==> src/rtl/snake_game_ctrl.sv <==
// Snake game sequencer: move tick, direction latch with reversal rejection,
// serial wall/self collision scan ahead of each step strobe, length/food tracking.
//
// state | meaning
// IDLE  | waiting for start, snake stopped
// RUN   | move tick counting, keys accepted
// PAUSE | tick counter held, keys dropped
// CHECK | scanning tail segments against next head, one per cycle
// STEP  | collision-free: issue step (and eat) on the way back to RUN
// OVER  | collision seen, game_over held until next start
module snake_game_ctrl #(
    parameter int GRID_W   = 80,
    parameter int GRID_H   = 60,
    parameter int SEG_N    = 15,
    parameter int LEN_INIT = 3,
    parameter int TICK_DIV = 15165696
) (
    input  logic                 clk,
    input  logic                 reset,
    input  logic                 start,
    input  logic                 pause,
    input  logic                 key_valid,
    input  logic [3:0]           key_dir,
    input  logic [6:0]           head_x,
    input  logic [5:0]           head_y,
    input  logic [7*SEG_N-1:0]   tail_x,
    input  logic [6*SEG_N-1:0]   tail_y,
    input  logic [6:0]           food_x,
    input  logic [5:0]           food_y,
    output logic [4:0]           direction,
    output logic                 step,
    output logic                 new_game,
    output logic                 eat,
    output logic [3:0]           length,
    output logic                 game_over
);
    localparam int CW = (TICK_DIV > 1) ? $clog2(TICK_DIV) : 1;
    localparam int IW = (SEG_N > 1) ? $clog2(SEG_N) : 1;

    localparam logic [3:0] D_UP    = 4'b1000;
    localparam logic [3:0] D_LEFT  = 4'b0100;
    localparam logic [3:0] D_DOWN  = 4'b0010;
    localparam logic [3:0] D_RIGHT = 4'b0001;
    localparam logic [4:0] D_STOP  = 5'b10000;

    typedef enum logic [2:0] {S_IDLE, S_RUN, S_PAUSE, S_CHECK, S_STEP, S_OVER} state_t;

    state_t          state;
    logic [CW-1:0]   cnt;
    logic [IW-1:0]   idx;
    logic            hit;
    logic [3:0]      dir_cur;
    logic [3:0]      dir_pend;

    logic [7:0]      nx;
    logic [7:0]      ny;
    logic            wall;
    logic [6:0]      seg_x;
    logic [5:0]      seg_y;
    logic            seg_hit;
    logic [3:0]      dir_opp;
    logic            key_ok;

    // Next head cell; left/up walls are judged on the current head to avoid wrap.
    always_comb begin
        nx   = {1'b0, head_x};
        ny   = {2'b00, head_y};
        wall = 1'b0;
        case (dir_pend)
            D_RIGHT: begin
                nx   = {1'b0, head_x} + 8'd1;
                wall = (nx >= 8'(GRID_W));
            end
            D_LEFT: begin
                nx   = {1'b0, head_x} - 8'd1;
                wall = (head_x == 7'd0);
            end
            D_DOWN: begin
                ny   = {2'b00, head_y} + 8'd1;
                wall = (ny >= 8'(GRID_H));
            end
            D_UP: begin
                ny   = {2'b00, head_y} - 8'd1;
                wall = (head_y == 6'd0);
            end
            default: ;
        endcase
    end

    assign seg_x   = tail_x[7*int'(idx) +: 7];
    assign seg_y   = tail_y[6*int'(idx) +: 6];
    assign seg_hit = (int'(idx) < int'(length)) && ({1'b0, seg_x} == nx) && ({2'b00, seg_y} == ny);

    assign dir_opp = {dir_cur[1], dir_cur[0], dir_cur[3], dir_cur[2]};
    assign key_ok  = key_valid && (key_dir != 4'd0) && ((key_dir & (key_dir - 4'd1)) == 4'd0)
                     && (key_dir != dir_opp);

    always_ff @(posedge clk or posedge reset) begin
        if (reset) begin
            state     <= S_IDLE;
            direction <= D_STOP;
            step      <= 1'b0;
            eat       <= 1'b0;
            new_game  <= 1'b0;
            game_over <= 1'b0;
            length    <= 4'(LEN_INIT);
            dir_cur   <= D_RIGHT;
            dir_pend  <= D_RIGHT;
            cnt       <= '0;
            idx       <= '0;
            hit       <= 1'b0;
        end else begin
            step     <= 1'b0;
            eat      <= 1'b0;
            new_game <= 1'b0;
            case (state)
                S_IDLE, S_OVER: begin
                    if (start) begin
                        new_game  <= 1'b1;
                        length    <= 4'(LEN_INIT);
                        dir_cur   <= D_RIGHT;
                        dir_pend  <= D_RIGHT;
                        game_over <= 1'b0;
                        cnt       <= '0;
                        direction <= {1'b0, D_RIGHT};
                        state     <= S_RUN;
                    end
                end
                S_RUN: begin
                    if (key_ok) dir_pend <= key_dir;
                    if (pause) begin
                        direction <= D_STOP;
                        state     <= S_PAUSE;
                    end else if (cnt == CW'(TICK_DIV - 1)) begin
                        cnt   <= '0;
                        idx   <= '0;
                        hit   <= 1'b0;
                        state <= S_CHECK;
                    end else begin
                        cnt <= cnt + 1'b1;
                    end
                end
                S_PAUSE: begin
                    if (pause) begin
                        direction <= {1'b0, dir_cur};
                        state     <= S_RUN;
                    end
                end
                S_CHECK: begin
                    if (idx == IW'(SEG_N - 1)) begin
                        if (hit || seg_hit || wall) begin
                            game_over <= 1'b1;
                            direction <= D_STOP;
                            state     <= S_OVER;
                        end else begin
                            direction <= {1'b0, dir_pend};
                            state     <= S_STEP;
                        end
                    end else begin
                        idx <= idx + 1'b1;
                        hit <= hit | seg_hit | wall;
                    end
                end
                S_STEP: begin
                    step      <= 1'b1;
                    dir_cur   <= dir_pend;
                    direction <= {1'b0, dir_pend};
                    if (nx == {1'b0, food_x} && ny == {2'b00, food_y}) begin
                        eat <= 1'b1;
                        if (length < 4'(SEG_N)) length <= length + 4'd1;
                    end
                    state <= S_RUN;
                end
                default: state <= S_IDLE;
            endcase
        end
    end
endmodule

==> config.mk <==
export PLATFORM = sky130hd
export DESIGN_NAME = snake_game_ctrl
export DESIGN_NICKNAME = d
export VERILOG_FILES = /design/src/rtl/snake_game_ctrl.sv
export SDC_FILE = /design/constraint.sdc
export NUM_CORES = 1
export LEC_CHECK = 0
export CORE_MARGIN = 2
export CORE_UTILIZATION = 44
export CTS_BUF_LIST = sky130_fd_sc_hd__clkbuf_8
export DETAILED_ROUTE_END_ITERATION = 7
export PLACE_DENSITY_LB_ADDON = 0.05
export REMOVE_ABC_BUFFERS = 1
export SYNTH_ARGS = -nofsm -noshare
export SYNTH_HDL_FRONTEND = slang
export SYNTH_SLANG_ARGS = --single-unit
==> constraint.sdc <==
create_clock -name clk -period 4 [get_ports clk]
set_input_delay 1 -clock clk [delete_from_list [all_inputs] [get_ports clk]]
set_output_delay 1 -clock clk [all_outputs]
set_load 0.02 [all_outputs]
[Yosys cells after proc, flatten, opt, wreduce, memory -nomap -nowiden]
Index checks and enable logic that the tools add are counted.
Word-level totals
  flip-flop bits (word level): 53
  input bits: 230
  logic and storage cells: 131
Cells by class
  $add $sub $neg: 8
  bitwise operators: 3
  multiply operators: 2
  reduce and logical (&&, ||, !) cells: 27
  shifts and indexed selects: 2
  equality and inequality tests: 28
  muxes and demuxes: 45
  magnitude comparators: 4
Operators by type and width (number)
  $shiftx 105x8->7: 1
  $shiftx 90x8->6: 1
  $mux 24: 3
  $pmux 24 s2: 1
  $mux 4: 8
  $pmux 4 s2: 4
  $pmux 8 s2: 2
  $mux 5: 5
  $pmux 5 s5: 1
  $add 24x1->24 const B: 1
  $eq 24x24->1 const B: 1
  $ne 2x2->1 const B: 11
  $reduce_and 4->1: 4
  $mux 3: 5
  $pmux 3 s5: 1
  $mux 1: 12
  $add 4x1->4 const B: 2
  $add 7x1->8 const B: 1
  $eq 4x4->1 const B: 2
  $eq 6x8->1: 1
  $eq 7x8->1: 1
  $eq 8x6->1: 1
  $eq 8x7->1: 1
  $ge 8x7->1 const B: 1
  other kinds (34): 48

[Longest topological paths before layout]
  depth in word-level cells: 10
  mapped depth: 13
  gate-level depth less buffers: 10

[Worst setup path after synthesis]
Ideal clock, no wire load.
  kind: in2reg
  start point: in head_y[3]
  end point: reg length[3]
  required time: 3.906 ns
  arrival time: 3.272 ns
  setup slack: 0.634 ns
  stages: 9
  path through: clkbuf_1 and3_1 a32oi_1 o31a_1 or3_1 a2111o_1 a2111oi_4 a41oi_1 a211oi_1
Between the ends
  word-level cells in the longest chain between the ends: 6
  elaborated cells between the ends (all ways): 7
  those cells by class: add/sub: 2; eq/ne: 2; mux: 1; reduce/logical: 2
RTL lines
  from (decl): RTL line 25  | input logic [5:0] head_y,
  $sub 6x1->7 or $add 6x1->7 (tied branches): RTL line 83, 79
  $pmux 8 s2 *: RTL line 69  | case (dir_pend)
  $eq 8x6->1 *: RTL line 168  | if (nx == {1'b0, food_x} && ny == {2'b00, food_y}) begin
  $logic_and 1x1->1 *: RTL line 168
  $ne 2x2->1 (no line) *
  $reduce_and 4->1 (no line) *
  to (signal assigned): RTL line 106  | length <= 4'(LEN_INIT);
  to (signal assigned): RTL line 120  | length <= 4'(LEN_INIT);
  to (signal assigned): RTL line 170  | if (length < 4'(SEG_N)) length <= length + 4'd1;
  to (decl): RTL line 34  | output logic [3:0] length,
Every way passes the cells marked *; elsewhere a longest branch is shown, timed or not.
A chain may end at the register's enable or synchronous reset.

[Worst setup path after layout]
  start point: in head_y[0]
  end point: reg length[3]
The elaborated chain is that of the path after synthesis.

==> metrics <==
Met2 Wirelength 10200 microns; CTS resizes 0; HP Class reg -> reg; Avg Cell Area, Syn 9.06 sq um; fin crit period 3.81 ns; number of global-route vias before repair between 5000 and 6000; Die Ht ~120 microns; leak pwr approximately 3.1 nW; WL final between 15000 and 20000 microns; area delta synth->final 49.3%; Clock transition at path regs approximately 0.09 ns; DRT Pass-1 Iters 5; H-tree depth 2; DRT iter0 DRCs ~520; Total GRT Usage 0.282; register area share after synthesis 0.239; Synth area leader dfrtp_1; pre-CTS WS -0.0865 ns; status complete, no violations; row count 41; worst skew pair latency between 0.3 and 0.4 ns; pin count of the biggest net entering global routing 54; RSZ-0062 raised after global routing false; setup TNS 0 ns; top cell type's share of synthesized area 0.216; Final setup viols 0; die width roughly 120 microns; post-layout util 0.666; DRC violations left 0; Post-synth ARST share 1.00; CP required between 4 and 5 ns; EDFF count, synth 0; GR Overflow Total 0; top-count cell post-synth o21ai_0; Via density slightly below 6; Antenna Nets Post-Route 0; Initial Utilization 0.446; Root Driver clkbuf_8; flops & latches, synth 53; core area between 0.01 and 0.015 sq mm; synth unique cells 73; setup ws final between 0.15 and 0.2 ns; Bufs and invs on worst path 1; Post-Syn Area 0.00557 sq mm; critical path fanouts, max 5; antenna cells 0; IO buf count between 200 and 250; relative slew slack 0.262; Die ar. around 0.014 sq mm; synth cell count leaders o21ai_0, nor2_1, nand2_1; NumNets Final ~1100; Worst setup SP type input port; worst hold margin ~0.54 ns; Vias 5912; I/O Pins about 240; M1 wire length 8010 microns; antenna violations before repair 0; Final Cycle Share 0.953; TritonCTS clock tree built; Largest stage delay, worst path 0.55 ns; Critical Path End Type flip-flop; Fmax about 260 MHz; layout cells sized above 1 0.103; max-slew violations 0; CP arrival 4.02 ns; first-pass GRT wire length between 20000 and 30000 microns; Yosys warnings 0; CTS Buffer Depth 2; cells after synthesis approximately 610; Power Dens Cells about 420 mW/mm^2; CTS sink cnt 53; top_reg_cell synth dfrtp_1; met3 WL between 1000 and 1500 microns; Worst Tran Pin Value between 1 and 1.5 ns; CP max stage cell clkdlybuf4s50_1; IR drop worst, VDD approximately 0.00019 V; Avg WL per Cell between 15 and 20 microns; post-CTS setup buffer count 0; Placer Congestion a little over 0.9; final hold vios 0; skew final about 0.0096 ns; Post-DP HPWL around 16000 microns; crit path kind in -> reg; crit-path leading delay family compound AO/OA/AOI/OAI gates; crit-path cells clkdlybuf4s50_1 > ha_1 > and3_1 > a32oi_1 > o31a_1 > or3_1 > a2111o_1 > a2111oi_4 > a41oi_1 > a211oi_1; MaxCap Viol Count 0; total CTS buffers 5; Synth area leaders dfrtp_1, mux4_2, mux2i_1; max layer used met4; Post-CTS Hold Buffers 0
## routing by layer
layer	up-vias	track usage
met5	-	0
met4	0	0.0683
met2	208	0.496
met1	2889	0.362
met3	28	0.0457
li1	2787	-
## path summary, 6_finish.rpt
path / startpoint / to / slack [ns] / cells past startpoint
hold / removal: hit / hit / 0.54 / 1
hold reg to reg: hit / hit / 0.54 / 1
setup / recovery: head_y[0] / length[3] / 0.19 / 10
setup reg to reg: idx[1] / direction[2] / 0.60 / 8
max in group asynchronous: reset / idx[2] / 1.98 / 2
min in group asynchronous: reset / state[2] / 1.28 / 2
## cell usage in the layout (no fill, tap or decap), drive strengths merged, types with 5 or more instances in the layout
| master | n |
|---|---|
| xnor3 | 5 |
| nor3 | 11 |
| o22ai | 8 |
| nor2 | 51 |
| a32oi | 8 |
| nand3b | 5 |
| clkdlybuf4s50 | 242 |
| nor2b | 9 |
| dfrtp | 48 |
| and2 | 5 |
| a21oi | 24 |
| xor2 | 18 |
| buf | 21 |
| or3 | 6 |
| and3 | 6 |
| nand2 | 49 |
| nand3 | 24 |
| dfstp | 5 |
| clkbuf | 6 |
| mux4 | 30 |
| mux2 | 12 |
| nand2b | 9 |
| ha | 11 |
| a221oi | 11 |
| inv | 18 |
| xnor2 | 25 |
| o21ai | 55 |
| a21o | 5 |
| nand4 | 12 |
| mux2i | 30 |
## worst reg2reg max path, stage by stage (launching register included)
cell and delay [ns]:
dfrtp_2 0.54, nor2b_1 0.84, a32o_1 0.31, nor3_1 0.06, a31oi_1 0.29, xnor2_1 0.11, or4_1 0.56, o31ai_4 0.42
o21ai_0 0.16
## per-stage QoR
| stage | std cells | total power, mW | area (sq um) |
|---|---|---|---|
| floorplan | 575 | 2.31 | 5380 |
| global placement | 1010 | 3.09 | 8190 |
| detailed placement | 1010 | 3.13 | 8190 |
| CTS | 1018 | 3.52 | 8310 |
| global route | 1018 | 3.75 | 8310 |
| finish | 1018 | 3.52 | 8310 |
## flip-flops by register name, summed over array words and instances, names as in the netlist
register,flops
cnt,24
direction,5
dir_cur,4
dir_pend,4
idx,4
length,4
state,3
eat,1
game_over,1
hit,1
new_game,1
step,1
## report_power, final
part	leakage (nW)	total (mW)	internal (mW)	switching, mW
logic	2.38	2.28	1.15	1.13
clock network	0.0626	0.382	0.202	0.180
registers	0.703	0.852	0.624	0.228
## area by class of cell
type	count	area (sq um)
clock buffer	6	82.6
clock inverter	2	33.8
fill	1045	4160
inverter	19	71.3
multi-input combinational	503	3980
sequential	53	1340
tap	172	215
timing repair buffer	263	2590
## cell families after synthesis
family | count (synthesis) | synth area share
AND/OR/NAND/NOR | 211 | 0.200
AO/OA/AOI/OAI | 159 | 0.194
multiplexers | 72 | 0.200
buffers and inverters | 58 | 0.0461
flip-flops | 53 | 0.239
XOR/XNOR | 50 | 0.0964
adder cells (fa/ha/maj) | 11 | 0.0247
(Power assumes the default switching activity.)
